`src/rtl/riscv_pipe_ctrl.sv`:
```
// Pipeline sequencing and hazard control for the riscv IF/ID/EX datapath.
// Keeps a two-entry destination scoreboard and drives stall, kill, flush and forwarding selects.
module riscv_pipe_ctrl #(
  parameter int FLUSH_CYCLES = 2,
  parameter int CNT_W        = 8
) (
  input  logic             clk,
  input  logic             rst,
  input  logic             id_valid,
  input  logic [4:0]       id_rs1,
  input  logic [4:0]       id_rs2,
  input  logic             id_use_rs1,
  input  logic             id_use_rs2,
  input  logic [4:0]       id_rd,
  input  logic             id_is_load,
  input  logic             ex_busy,
  input  logic             br_taken,
  output logic             bubble,
  output logic             id_kill,
  output logic             flush,
  output logic [1:0]       fwd_a,
  output logic [1:0]       fwd_b,
  output logic [CNT_W-1:0] stall_count
);

  localparam logic [2:0]       FLUSH_LOAD = 3'(FLUSH_CYCLES - 1);
  localparam logic [CNT_W-1:0] CNT_MAX    = {CNT_W{1'b1}};
  localparam logic [CNT_W-1:0] CNT_ONE    = {{(CNT_W-1){1'b0}}, 1'b1};

  // WB results are always ready, so the WB entry carries no load flag.
  logic             sb_ex_v_r;
  logic [4:0]       sb_ex_rd_r;
  logic             sb_ex_ld_r;
  logic             sb_wb_v_r;
  logic [4:0]       sb_wb_rd_r;
  logic [2:0]       fcnt_r;
  logic [CNT_W-1:0] stall_cnt_r;

  logic       br_acc_s;
  logic       ex_hit_rs1_s;
  logic       ex_hit_rs2_s;
  logic       load_use_s;
  logic       issue_s;
  logic       bubble_s;
  logic       id_kill_s;
  logic       flush_s;
  logic [1:0] fwd_a_s;
  logic [1:0] fwd_b_s;

  function automatic logic sb_match(input logic v, input logic [4:0] sb_rd,
                                    input logic [4:0] rs, input logic use_rs);
    return v & use_rs & (sb_rd == rs) & (rs != 5'd0);
  endfunction

  // A pending load in EX cannot forward; the youngest non-load writer wins.
  function automatic logic [1:0] fwd_sel(input logic ex_hit, input logic ex_ld,
                                         input logic wb_hit);
    logic [1:0] sel;
    if (ex_hit && !ex_ld) begin
      sel = 2'd1;
    end else if (wb_hit) begin
      sel = 2'd2;
    end else begin
      sel = 2'd0;
    end
    return sel;
  endfunction

  assign br_acc_s     = br_taken & ~ex_busy;
  assign ex_hit_rs1_s = sb_match(sb_ex_v_r, sb_ex_rd_r, id_rs1, id_use_rs1);
  assign ex_hit_rs2_s = sb_match(sb_ex_v_r, sb_ex_rd_r, id_rs2, id_use_rs2);
  assign load_use_s   = (ex_hit_rs1_s | ex_hit_rs2_s) & sb_ex_ld_r & id_valid;

  // Stall / kill / flush arbitration; redirects override every stall source.
  always_comb begin
    bubble_s  = 1'b0;
    id_kill_s = 1'b0;
    flush_s   = 1'b0;
    if (rst) begin
      bubble_s  = 1'b0;
      id_kill_s = 1'b0;
      flush_s   = 1'b0;
    end else if (br_acc_s || (fcnt_r != 3'd0)) begin
      flush_s   = 1'b1;
      id_kill_s = 1'b1;
    end else if (ex_busy) begin
      bubble_s  = 1'b1;
    end else if (load_use_s) begin
      bubble_s  = 1'b1;
      id_kill_s = 1'b1;
    end else begin
      bubble_s  = 1'b0;
      id_kill_s = 1'b0;
    end
  end

  // Operand forwarding selects, forced to the regfile while in reset.
  always_comb begin
    fwd_a_s = 2'd0;
    fwd_b_s = 2'd0;
    if (rst) begin
      fwd_a_s = 2'd0;
      fwd_b_s = 2'd0;
    end else begin
      fwd_a_s = fwd_sel(ex_hit_rs1_s, sb_ex_ld_r,
                        sb_match(sb_wb_v_r, sb_wb_rd_r, id_rs1, id_use_rs1));
      fwd_b_s = fwd_sel(ex_hit_rs2_s, sb_ex_ld_r,
                        sb_match(sb_wb_v_r, sb_wb_rd_r, id_rs2, id_use_rs2));
    end
  end

  assign issue_s = id_valid & ~id_kill_s & ~flush_s & (id_rd != 5'd0);

  // Scoreboard advance; everything freezes while EX is busy.
  always_ff @(posedge clk or posedge rst) begin
    if (rst) begin
      sb_ex_v_r  <= 1'b0;
      sb_ex_rd_r <= 5'd0;
      sb_ex_ld_r <= 1'b0;
      sb_wb_v_r  <= 1'b0;
      sb_wb_rd_r <= 5'd0;
    end else if (!ex_busy) begin
      sb_wb_v_r  <= sb_ex_v_r;
      sb_wb_rd_r <= sb_ex_rd_r;
      sb_ex_v_r  <= issue_s;
      sb_ex_rd_r <= id_rd;
      sb_ex_ld_r <= id_is_load;
    end else begin
      sb_ex_v_r  <= sb_ex_v_r;
      sb_wb_v_r  <= sb_wb_v_r;
    end
  end

  // Flush window counter; a new accepted branch restarts the window.
  always_ff @(posedge clk or posedge rst) begin
    if (rst) begin
      fcnt_r <= 3'd0;
    end else if (br_acc_s) begin
      fcnt_r <= FLUSH_LOAD;
    end else if (fcnt_r != 3'd0) begin
      fcnt_r <= fcnt_r - 3'd1;
    end else begin
      fcnt_r <= 3'd0;
    end
  end

  // Saturating count of bubble cycles.
  always_ff @(posedge clk or posedge rst) begin
    if (rst) begin
      stall_cnt_r <= {CNT_W{1'b0}};
    end else if (bubble_s && (stall_cnt_r != CNT_MAX)) begin
      stall_cnt_r <= stall_cnt_r + CNT_ONE;
    end else begin
      stall_cnt_r <= stall_cnt_r;
    end
  end

  assign bubble      = bubble_s;
  assign id_kill     = id_kill_s;
  assign flush       = flush_s;
  assign fwd_a       = fwd_a_s;
  assign fwd_b       = fwd_b_s;
  assign stall_count = stall_cnt_r;

endmodule

```
`config.mk`:
```
export PLATFORM = sky130hd
export DESIGN_NAME = riscv_pipe_ctrl
export DESIGN_NICKNAME = d
export VERILOG_FILES = /design/src/rtl/riscv_pipe_ctrl.sv
export SDC_FILE = /design/constraint.sdc
export NUM_CORES = 1
export LEC_CHECK = 0
export CORE_MARGIN = 1.5
export CORE_UTILIZATION = 43
export DETAILED_ROUTE_END_ITERATION = 8
export PLACE_DENSITY_LB_ADDON = 0.15
export SYNTH_ARGS = -nofsm -noshare
export SYNTH_HDL_FRONTEND = slang
export SYNTH_SLANG_ARGS = --single-unit
```
`constraint.sdc`:
```
create_clock -name clk -period 1.81 [get_ports clk]
set_input_delay 0.362 -clock clk [delete_from_list [all_inputs] [get_ports clk]]
set_output_delay 0.362 -clock clk [all_outputs]
set_load 0.02 [all_outputs]
```
==> Implementation_results.wiki, run 1 <==
{| class="wikitable"
! Metric !! Value
|-
| Outcome || finished, violations left
|-
| Violated checks || negative setup slack
|-
| Switching share of total power || 33.18%
|-
| Skew-Pair Late Insertion Delay || 310 ps
|-
| Count of flip-flops with a built-in enable after synthesis || 0
|-
| Number of buffers between clock root and the deepest sink || 2
|-
| Via density || 4.980
|-
| Worst slack on hold paths || 448.6 ps
|-
| Chip Width || 60.42 um
|-
| Cell with the most instances after synthesis || sky130_fd_sc_hd__dfrtp_1
|-
| Compound-cell area share of the yosys netlist || 11.47%
|-
| Combinational share of power || 42.7%
|-
| Kind of critical path || in2out
|-
| Most common cell type on the critical path || sky130_fd_sc_hd__a21oi_4
|-
| Total power per unit cell area || 839.7 mW/mm^2
|-
| Height of the die || around 60 um
|-
| Share of cells above drive strength 1 || a little under half
|-
| Simple logic cell fraction of the synthesized area || 16.95%
|-
| CTS tree || done
|-
| Ratio of final minimum period to clock period || 136.7%
|-
| Placed Instances || approximately 240
|-
| Sequential fraction of the synthesis area || 42.37%
|-
| Final Routed Wirelength || 3629 um
|-
| Die Area || 0.003650 mm^2
|-
| Proportion of power drawn by flip-flops and latches || 37.3%
|-
| Number of pins with negative max-slew slack in the final report || 0
|-
| Count of H-tree levels built during CTS || 1
|-
| Post-detailed-route count of antenna-violating nets || 0
|-
| Pin slew with the least headroom to its limit || 403.0 ps
|-
| Class of the tightest hold or removal check || in2async
|-
| Maximum cell stage delay along the critical path || 430 ps
|-
| Global placer's final weighted congestion || approximately 0.84
|-
| Cell-by-cell trace of the critical path || dlygate4sd2_1 > buf_4 > xor2_1 > nor4_2 > nand4b_4 > a21oi_4 > nand2b_1 > a21oi_4 > buf_6
|-
| Largest family of logic cells by synthesized area || simple AND/OR/NAND/NOR gates
|-
| Leading cell types by count after synthesis || sky130_fd_sc_hd__dfrtp_1 (24), sky130_fd_sc_hd__xnor2_1 (17), sky130_fd_sc_hd__mux2_2 (12), sky130_fd_sc_hd__xor2_1 (10)
|-
| Portion of netlist area occupied by mux cells || 10.59%
|-
| Worst-path clk slew || 140 ps
|-
| GRT Total Usage || 21.83%
|-
| Final-layout fill cell count || 243
|-
| Required @ worst endpoint || 1450 ps
|-
| Cell Count, Final, Fillers Out || 251
|-
| DPL Wire Length || 2788 um
|-
| Net count of the mapped netlist || 146
|-
| Area share of the leading cell type in the synthesized netlist || 42.37%
|-
| Share of power burned in the clock network || 20.0%
|-
| Int Power || about 1.3 mW
|-
| Highest clock rate || 404.3 MHz
|-
| Number of clock sinks || 24
|-
| Core footprint || 0.003103 mm^2
|-
| Count of hold-fix buffers inserted at cts || 0
|-
| Final antenna diode count || 0
|-
| Vias in the first global route || 1266
|-
| Max-cap violations || 0
|-
| Violation count after the first detailed-routing iteration || 26
|-
| Net switching power of the design || 651.6 uW
|-
| Layout overhead on the synthesized area || 64.96%
|-
| Final setup vio count || 15
|-
| Number of standard cells after synthesis || 122
|-
| Synth warnings || 0
|-
| Worst Setup Start Kind || input pin
|-
| Highest net fanout along the worst path || 3
|-
| Post-synthesis share of cell area spent on xor and xnor gates || 16.68%
|-
| Per-instance average area after synthesis || between 10 and 15 um^2
|-
| Setup WS pre-CTS || -1159 ps
|-
| Setup repair after global routing missed its margin || true
|-
| Hold Fails Final Rpt || 0
|-
| Relative max-transition margin || 72.91%
|-
| Leak pwr || 1.082 nW
|-
| Initial core utilization || 45.69%
|-
| Share of async-settable or async-resettable flops after synthesis || 100.0%
|-
| Overall overflow remaining after global route || 0
|-
| Number of placement rows || 20
|-
| Router iterations before antenna repair || 4
|-
| Post-synthesis adder-cell area fraction || 0.8826%
|-
| Global-route wire length before repair || 5823 um
|-
| Antenna violations before repair || 0
|-
| Count of port buffers added during placement || 37
|-
| Fin Clk Skew || 3.761 ps
|-
| WL/cell || 14.46 um
|-
| Post-route DRC violation count || 0
|-
| CTS Buf Count || 3
|-
| Data arrival time at the worst-slack endpoint || 2110 ps
|-
| Shortest clock period the worst path allows after layout || 2473 ps
|-
| Io pins || 38
|-
| Count of nets after finishing || approximately 230
|-
| Slowest cell on the critical path || sky130_fd_sc_hd__nor4_2
|-
| Distinct cell type count after synthesis || 33
|-
| Largest net degree at the start of global routing || 27
|-
| Final critical-path setup slack || -663.4 ps
|-
| Clock root buffer || sky130_fd_sc_hd__clkbuf_4
|-
| Most area-consuming cells after synthesis || sky130_fd_sc_hd__dfrtp_1 (42%), sky130_fd_sc_hd__xnor2_1 (11%), sky130_fd_sc_hd__mux2_2 (9.5%)
|-
| Number of flip-flops and latches in the synthesized netlist || 24
|-
| Dominant cell type by area after synthesis || sky130_fd_sc_hd__dfrtp_1
|-
| Total number of vias || 1250
|-
| Primary flip-flop cell chosen by synthesis mapping || sky130_fd_sc_hd__dfrtp_1
|-
| Type of destination of the critical path || output pin
|-
| Netlist area before placement || 0.001418 mm^2
|-
| Max VDD drop || approximately 0.53 mV
|}
sequential cells by signal, indices dropped and copies added (netlist names):
register,count
fcnt_r,3
sb_ex_ld_r,1
sb_ex_rd_r,5
sb_ex_v_r,1
sb_wb_rd_r,5
sb_wb_v_r,1
stall_count,8
metrics by stage:
stage | power, mW | instance area [um^2] | setup TNS, ps | utilization (%)
2_1_floorplan | 1.128 | 1435 | -602.4 | -
3_3_place_gp | 1.506 | 2131 | -11880 | 68.67
3_5_place_dp | 1.542 | 2131 | -12680 | 68.67
4_1_cts | 1.958 | 2280 | -5566 | 73.47
5_1_grt | 2.082 | 2338 | -7015 | 75.36
6_report | 1.964 | 2338 | -5996 | 75.36
area by class of cell:
| type | count | area [um^2] | area share (%) |
|---|---|---|---|
| repair buffers | 83 | 720.7 | 30.82 |
| clock buffers | 3 | 22.52 | 0.9631 |
| well taps | 44 | 55.05 | 2.354 |
| multi-input cells | 94 | 897.1 | 38.36 |
| flip-flops and latches | 24 | 601.8 | 25.74 |
| clock inverters | 1 | 30.03 | 1.284 |
| inverters | 2 | 11.26 | 0.4815 |
cell usage in the layout (no fill, tap or decap), drive strengths merged, types with 2 or more instances in the layout:
| cell | count |
|---|---|
| buf | 53 |
| dfrtp | 24 |
| xnor2 | 17 |
| clkdlybuf4s50 | 16 |
| mux2 | 13 |
| dlygate4sd2 | 10 |
| xor2 | 10 |
| nand2 | 6 |
| nor2 | 6 |
| nor4 | 5 |
| and3 | 4 |
| dlymetal6s2s | 4 |
| o21ai | 4 |
| o2111ai | 3 |
| clkbuf | 3 |
| a21oi | 3 |
| o211ai | 3 |
| nor3 | 3 |
| nor2b | 3 |
| nand4b | 2 |
| nand4 | 2 |
| o21a | 2 |
| or4 | 2 |
power by group through the flow:
| stage | clock network [mW] | registers (mW) | logic, mW |
|---|---|---|---|
| final | 0.392 | 0.733 | 0.838 |
| after global routing | 0.432 | 0.748 | 0.902 |
| after CTS | 0.407 | 0.732 | 0.819 |
| after detailed placement | 0 | 0.743 | 0.799 |
| after global placement | 0 | 0.730 | 0.776 |
| after floorplan | 0 | 0.796 | 0.333 |
cells by family (layout without fill, tap and decap cells):
family,Yosys count,count (layout)
AND/OR/NAND/NOR,36,36
XOR/XNOR,27,27
flip-flops,24,24
AO/OA/AOI/OAI,17,17
multiplexers,13,13
buffers and inverters,4,89
adder cells (fa/ha/maj),1,1
routing by layer:
| metal | GRT usage, % | part of all wire, % | routed length, um |
|---|---|---|---|
| met4 | 8.385 | 2.3 | 85 |
| met1 | 25.40 | 41 | 1492 |
| met3 | 4.478 | 4.1 | 149 |
| met2 | 39.44 | 52 | 1903 |
| met5 | 0 | 0 | 0 |
critical path: cells and delay by family:
| family | cells | cell delay [ps] |
|---|---|---|
| AO/OA/AOI/OAI | 2 | 350 |
| AND/OR/NAND/NOR | 3 | 700 |
| XOR/XNOR | 1 | 160 |
| buffers and inverters | 3 | 530 |
path summary, 6_finish.rpt:
| path | end | slack (ps) | cells after the start | startpoint |
|---|---|---|---|---|
| setup / recovery | id_kill | -660 | 9 | id_rs1[0] |
| hold / removal | fcnt_r[0] | 450 | 3 | rst |
| setup reg to reg | stall_count[1] | -320 | 8 | sb_ex_rd_r[4] |
| hold reg to reg | stall_count[6] | 500 | 1 | stall_count[6] |
| max in group asynchronous | sb_ex_rd_r[2] | 1150 | 3 | rst |
| min in group clk | fcnt_r[1] | 480 | 4 | br_taken |
repair_timing:
action,4_1_cts,5_1_grt
setup endpoints to repair,16,19
pin swaps,13,3
gates resized for setup,61,12
setup buffers,8,1
hold endpoints to repair,0,0
No activity file was read; power rests on OpenSTA's default activity.
==> inputs of run 2 (changes only) <==
Settings changed: PLACE_DENSITY set to 0.79, PLACE_DENSITY_LB_ADDON 0.15 to not set.
==> Implementation_results.wiki, run 2 (synthesized netlist as in run 1, its figures left out) <==
{| class="wikitable"
! Metric !! Value
|-
| Post-detailed-route count of antenna-violating nets || 0
|-
| Global placer's final weighted congestion || between 0.8 and 0.9
|-
| Max-cap violations || 0
|-
| CTS Buf Count || 3
|-
| Final antenna diode count || 0
|-
| Net switching power of the design || around 650 uW
|-
| WL/cell || 16.40 um
|-
| Finished layout cell area || 0.002341 mm^2
|-
| Final setup vio count || 15
|-
| Required @ worst endpoint || 1450 ps
|-
| Number of placement rows || 20
|-
| Initial core utilization || 45.69%
|-
| Count of port buffers added during placement || 37
|-
| Worst Setup Start Kind || register
|-
| Via density || between 5 and 6
|-
| DPL Wire Length || 2916 um
|-
| Most Used Layer, Global Route || met2
|-
| Post-layout utilization of the core || 75.44%
|-
| Highest clock rate || 404.7 MHz
|-
| Switching share of total power || around 36%
|-
| Hold Fails Final Rpt || 0
|-
| Type of destination of the critical path || output pin
|-
| Count of H-tree levels built during CTS || 1
|-
| Most frequent cells in the layout || sky130_fd_sc_hd__buf_4 (41), sky130_fd_sc_hd__dfrtp_1 (23), sky130_fd_sc_hd__xnor2_1 (17), sky130_fd_sc_hd__clkdlybuf4s50_1 (17), sky130_fd_sc_hd__mux2_2 (12)
|-
| Global-route wire length before repair || 6210 um
|-
| Final critical-path setup slack || -661.0 ps
|-
| Outcome || finished, violations left
|-
| Kind of critical path || reg2out
|-
| GRT Total Usage || 23.09%
|-
| Number of buffers between clock root and the deepest sink || 2
|-
| Leading cell type in the layout, fill and taps excluded || sky130_fd_sc_hd__buf_4
|-
| Router iterations before antenna repair || 4
|-
| Height of the die || 60.42 um
|-
| Class of the tightest hold or removal check || in2reg
|-
| Highest net fanout along the worst path || 3
|-
| Largest net degree at the start of global routing || 26
|-
| Data arrival time at the worst-slack endpoint || 2110 ps
|-
| Pin slew with the least headroom to its limit || 335.9 ps
|-
| Total placed instance area || between 0.002 and 0.0025 mm^2
|-
| CTS tree || done
|-
| Violation count after the first detailed-routing iteration || 51
|-
| Met2 Use GR || 42.55%
|-
| Layout overhead on the synthesized area || 65.14%
|-
| Die Area || 0.003650 mm^2
|-
| Post-route DRC violation count || 0
|-
| Count of hold-fix buffers inserted at cts || 0
|-
| Met1 track utilization from global routing || 27.66%
|-
| Overall overflow remaining after global route || 0
|-
| Relative max-transition margin || 77.40%
|-
| Ratio of final minimum period to clock period || 136.5%
|-
| Chip Width || 60.42 um
|-
| Clock root buffer || sky130_fd_sc_hd__clkbuf_4
|-
| Core footprint || between 0.003 and 0.004 mm^2
|-
| Number of clock sinks || 24
|-
| Int Power || roughly 1.2 mW
|-
| Antenna violations before repair || 0
|-
| Proportion of power drawn by flip-flops and latches || between 40% and 50%
|-
| Total power per unit cell area || 780.7 mW/mm^2
|-
| Final Routed Wirelength || 4051 um
|-
| Share of power burned in the clock network || 12.4%
|-
| Vias in the first global route || roughly 1400
|-
| Count of nets after finishing || between 200 and 250
|-
| Total number of vias || 1268
|-
| Combinational share of power || a little under half
|-
| Max VDD drop || 0.5621 mV
|-
| Met3 global-route usage || 1.919%
|-
| Number of pins with negative max-slew slack in the final report || 0
|-
| Setup repair after global routing missed its margin || true
|-
| Skew-Pair Late Insertion Delay || 310 ps
|-
| Io pins || 38
|-
| Share of cells above drive strength 1 || 45.81%
|-
| Fin Clk Skew || 3.069 ps
|-
| Shortest clock period the worst path allows after layout || 2471 ps
|-
| Violated checks || negative setup slack
|-
| Worst-path clk slew || 120 ps
|-
| Flip-flop count of the largest register, all copies and words added || 8
|-
| Leak pwr || about 1.1 nW
|}
run 2: changes by cell type in the layout (fill, tap and decap cells not counted), sizes merged:
cell / delta
clkdlybuf4s50: +1
dlygate4sd2: -2
dlymetal6s2s: +1
buf: -3
bufinv: -1
run 2: power by group through the flow:
stage | Combinational [mW] | Clock [mW] | Sequential, mW
after global routing | 0.921 | 0.253 | 0.753
final | 0.863 | 0.226 | 0.739
after global placement | 0.754 | 0 | 0.736
after CTS | 0.812 | 0.239 | 0.735
after detailed placement | 0.784 | 0 | 0.742
after floorplan | 0.333 | 0 | 0.796
run 2: final cells by class:
type	count	area, um^2
clock buffer	3	22.52
timing repair buffer	80	705.7
inverter	2	11.26
fill	222	762.0
tap	44	55.05
sequential	24	601.8
multi-input combinational	94	944.7
run 2: worst paths after layout:
| path | startpoint | end | slack, ps | cells after the start |
|---|---|---|---|---|
| max | sb_ex_rd_r[0] | id_kill | -660 | 8 |
| min | br_taken | fcnt_r[1] | 510 | 4 |
| max reg2reg | sb_ex_rd_r[0] | stall_count[1] | -360 | 8 |
| min reg2reg | stall_count[4] | stall_count[4] | 520 | 1 |
| max in group asynchronous | rst | sb_ex_rd_r[2] | 950 | 4 |
| min in group asynchronous | rst | sb_ex_v_r | 600 | 4 |
run 2: layer usage:
| layer | vias to the layer above | share of wire (%) |
|---|---|---|
| met5 | - | 0 |
| met1 | 619 | 43 |
| met4 | 0 | 2.0 |
| met3 | 8 | 2.6 |
| li1 | 608 | - |
| met2 | 33 | 52 |
run 2: what timing repair did:
item,in CTS,in global routing
endpoints found under the setup margin,16,17
gates resized for setup,54,26
setup buffers,4,6
pin swaps,9,11
run 2: critical path: stages (launching register included):
cell                       delay [ps]
sky130_fd_sc_hd__dfrtp_1          430
sky130_fd_sc_hd__buf_6            140
sky130_fd_sc_hd__xor2_2           160
sky130_fd_sc_hd__nor4_4           330
sky130_fd_sc_hd__nand4b_4         160
sky130_fd_sc_hd__a21oi_4          240
sky130_fd_sc_hd__nand2b_4          80
sky130_fd_sc_hd__a21oi_4          140
sky130_fd_sc_hd__buf_6            130
run 2: metrics by stage:
stage	setup TNS, ps	hold WS [ps]	worst slack [ps]	power [mW]	std cells
3_5_place_dp	-13030	494.2	-1145	1.526	237
2_1_floorplan	-602.4	251.2	-219.9	1.128	122
6_report	-5891	513.9	-661.0	1.828	247
3_3_place_gp	-11650	486.7	-1098	1.491	237
5_1_grt	-7149	535.8	-743.8	1.928	247
4_1_cts	-5814	517.3	-702.0	1.786	243
==> inputs of run 3 (changes only) <==
Settings changed: GPL_ROUTABILITY_DRIVEN set to 0.
==> results of run 3 <==
Final layout, timing and power as in run 2 (identical DEF).
==> edit: new RTL, flow settings as in run 2 <==
Change the parameter `CNT_W` from 8 to 6.
--- a/src/rtl/riscv_pipe_ctrl.sv
+++ b/src/rtl/riscv_pipe_ctrl.sv
@@ -4,3 +4,3 @@
   parameter int FLUSH_CYCLES = 2,
-  parameter int CNT_W        = 8
+  parameter int CNT_W        = 6
 ) (
Ports: changed (resized stall_count); port bits go from 38 to 36. No check against the original RTL was run, so the function may have changed too.
==> edit against run 2 <==
- the flow still finishes with violations (setup timing)
- sequential cell count fell by 2
- worst hold slack improved by 0.0081 ns
- final area fell by 5.7%
- synthesized area fell by 6.9%
- count of clock-buffer cells in the layout did not move
- power fell by 5.9%
- wire length fell by 4.1%
- clock power fell by 2%
- worst setup slack got worse by 0.029 ns
- register-to-register slack got worse by 0.05 ns
- critical path type unchanged
==> edit: results <==
set metrics [dict create \
    portBuffers 35 \
    setup_violations 13 \
    wl_um 3880 \
    synth.top_cells.by_count "dfrtp_1 (22), xor2_1 (16), mux2_2 (12)" \
    hold-path-endpoint "stall_count[3]" \
    largest_reg_flops 6 \
    ys_types 32 \
    p_sw_uw 635 \
    finClkSkew_ns 0.00444 \
    holdPathStages 1 \
    hpwl_um 2640 \
    outcome "complete, but fails checks" \
    num_vias 1199 \
    synth_area_leaders "dfrtp_1 (42%), xor2_1 (11%), mux2_2 (10%), xnor2_1 (6.0%), nand4b_2 (2.3%)" \
    gp_congestion 0.791 \
    drt_iter0_markers 38 \
    violations "setup timing" \
    layout-drive-gt1-share_pct 51.0 \
    n_fill_cell 181 \
    r2r_start "sb_ex_rd_r[2]" \
    rr_worst_depth 8 \
    fin_ws_ns -0.690 \
    grt_pass1_vias 1299 \
    irDropWorstVdd_mv 0.748 \
    grt_first_pass_wirelength_um 6100 \
    synth.top_cell.area_share_pct 41.7 \
    fin_nets 220 \
    fin_setup_tns_ns -5.92 \
    r2r_slack_ns -0.41 \
    grtUsageTotal_pct 24.3 \
    synth_seq_area_share_pct 41.7 \
    hold_start "stall_count[3]" \
]
[edit: layer usage]
metal	wire (um)	GRT usage, %
met5	0	0
met4	80	9.97
met3	119	2.42
met2	2160	45.1
met1	1520	28.4
[edit: timing repair]
item	in CTS	in global routing
endpoints found under the setup margin	14	15
setup buffers	15	1
resized for setup	88	10
pin swaps	17	5
gates cloned	0	0
[edit: cells by family after synthesis]
logic type	synth area share [%]
and+or+nand+nor	18.6
xor gates and xnor gates	16.6
DFF	41.7
AOI/OAI and AO/OA	9.67
muxes	11.4
buffers and inverters	1.14
adders and majority gates	0.948
[edit: layout make-up]
cell class / count / area (um^2) / share of cell area [%]
Multi-Input combinational cell: 89 / 915 / 41.4
Timing Repair Buffer: 78 / 673 / 30.5
Sequential cell: 22 / 552 / 25.0
Tap cell: 31 / 38.8 / 1.76
Clock buffer: 3 / 22.5 / 1.02
Inverter: 2 / 7.51 / 0.340
[edit: through the flow]
step	power [mW]	hold WS [ns]	area, um^2	utilization (%)	std cells
CTS	1.71	0.523	2210	78.0	228
detailed placement	1.44	0.513	1980	70.1	211
finish	1.72	0.522	2210	78.1	225
global placement	1.40	0.501	1980	70.1	211
floorplan	1.07	0.383	1360	-	115
global route	1.83	0.559	2210	78.1	225
[edit: worst max-delay path by stage]
stage	startpoint	to	slack, ns	depth (start not counted)
detailed placement	id_rs2[0]	id_kill	-1.19	8
CTS	sb_ex_rd_r[2]	bubble	-0.67	8
global route	sb_ex_rd_r[0]	bubble	-0.81	9
floorplan	sb_ex_rd_r[0]	id_kill	-0.16	6
global placement	id_rs2[0]	id_kill	-1.13	8
finish	sb_ex_rd_r[2]	bubble	-0.69	8
[edit: power groups by stage]
stage / logic (mW) / clock network, mW / registers [mW]
floorplan: 0.314 / 0 / 0.754
global placement: 0.705 / 0 / 0.700
detailed placement: 0.732 / 0 / 0.711
CTS: 0.772 / 0.227 / 0.708
global route: 0.845 / 0.253 / 0.727
finish: 0.787 / 0.221 / 0.712
[edit: critical path, stage by stage (launching register included)]
cell	delay (ns)
dfrtp_2	0.46
xor2_1	0.17
nor4_2	0.44
nand4b_4	0.17
a21oi_4	0.19
buf_6	0.12
nor2_2	0.03
nor2_2	0.12
buf_6	0.13
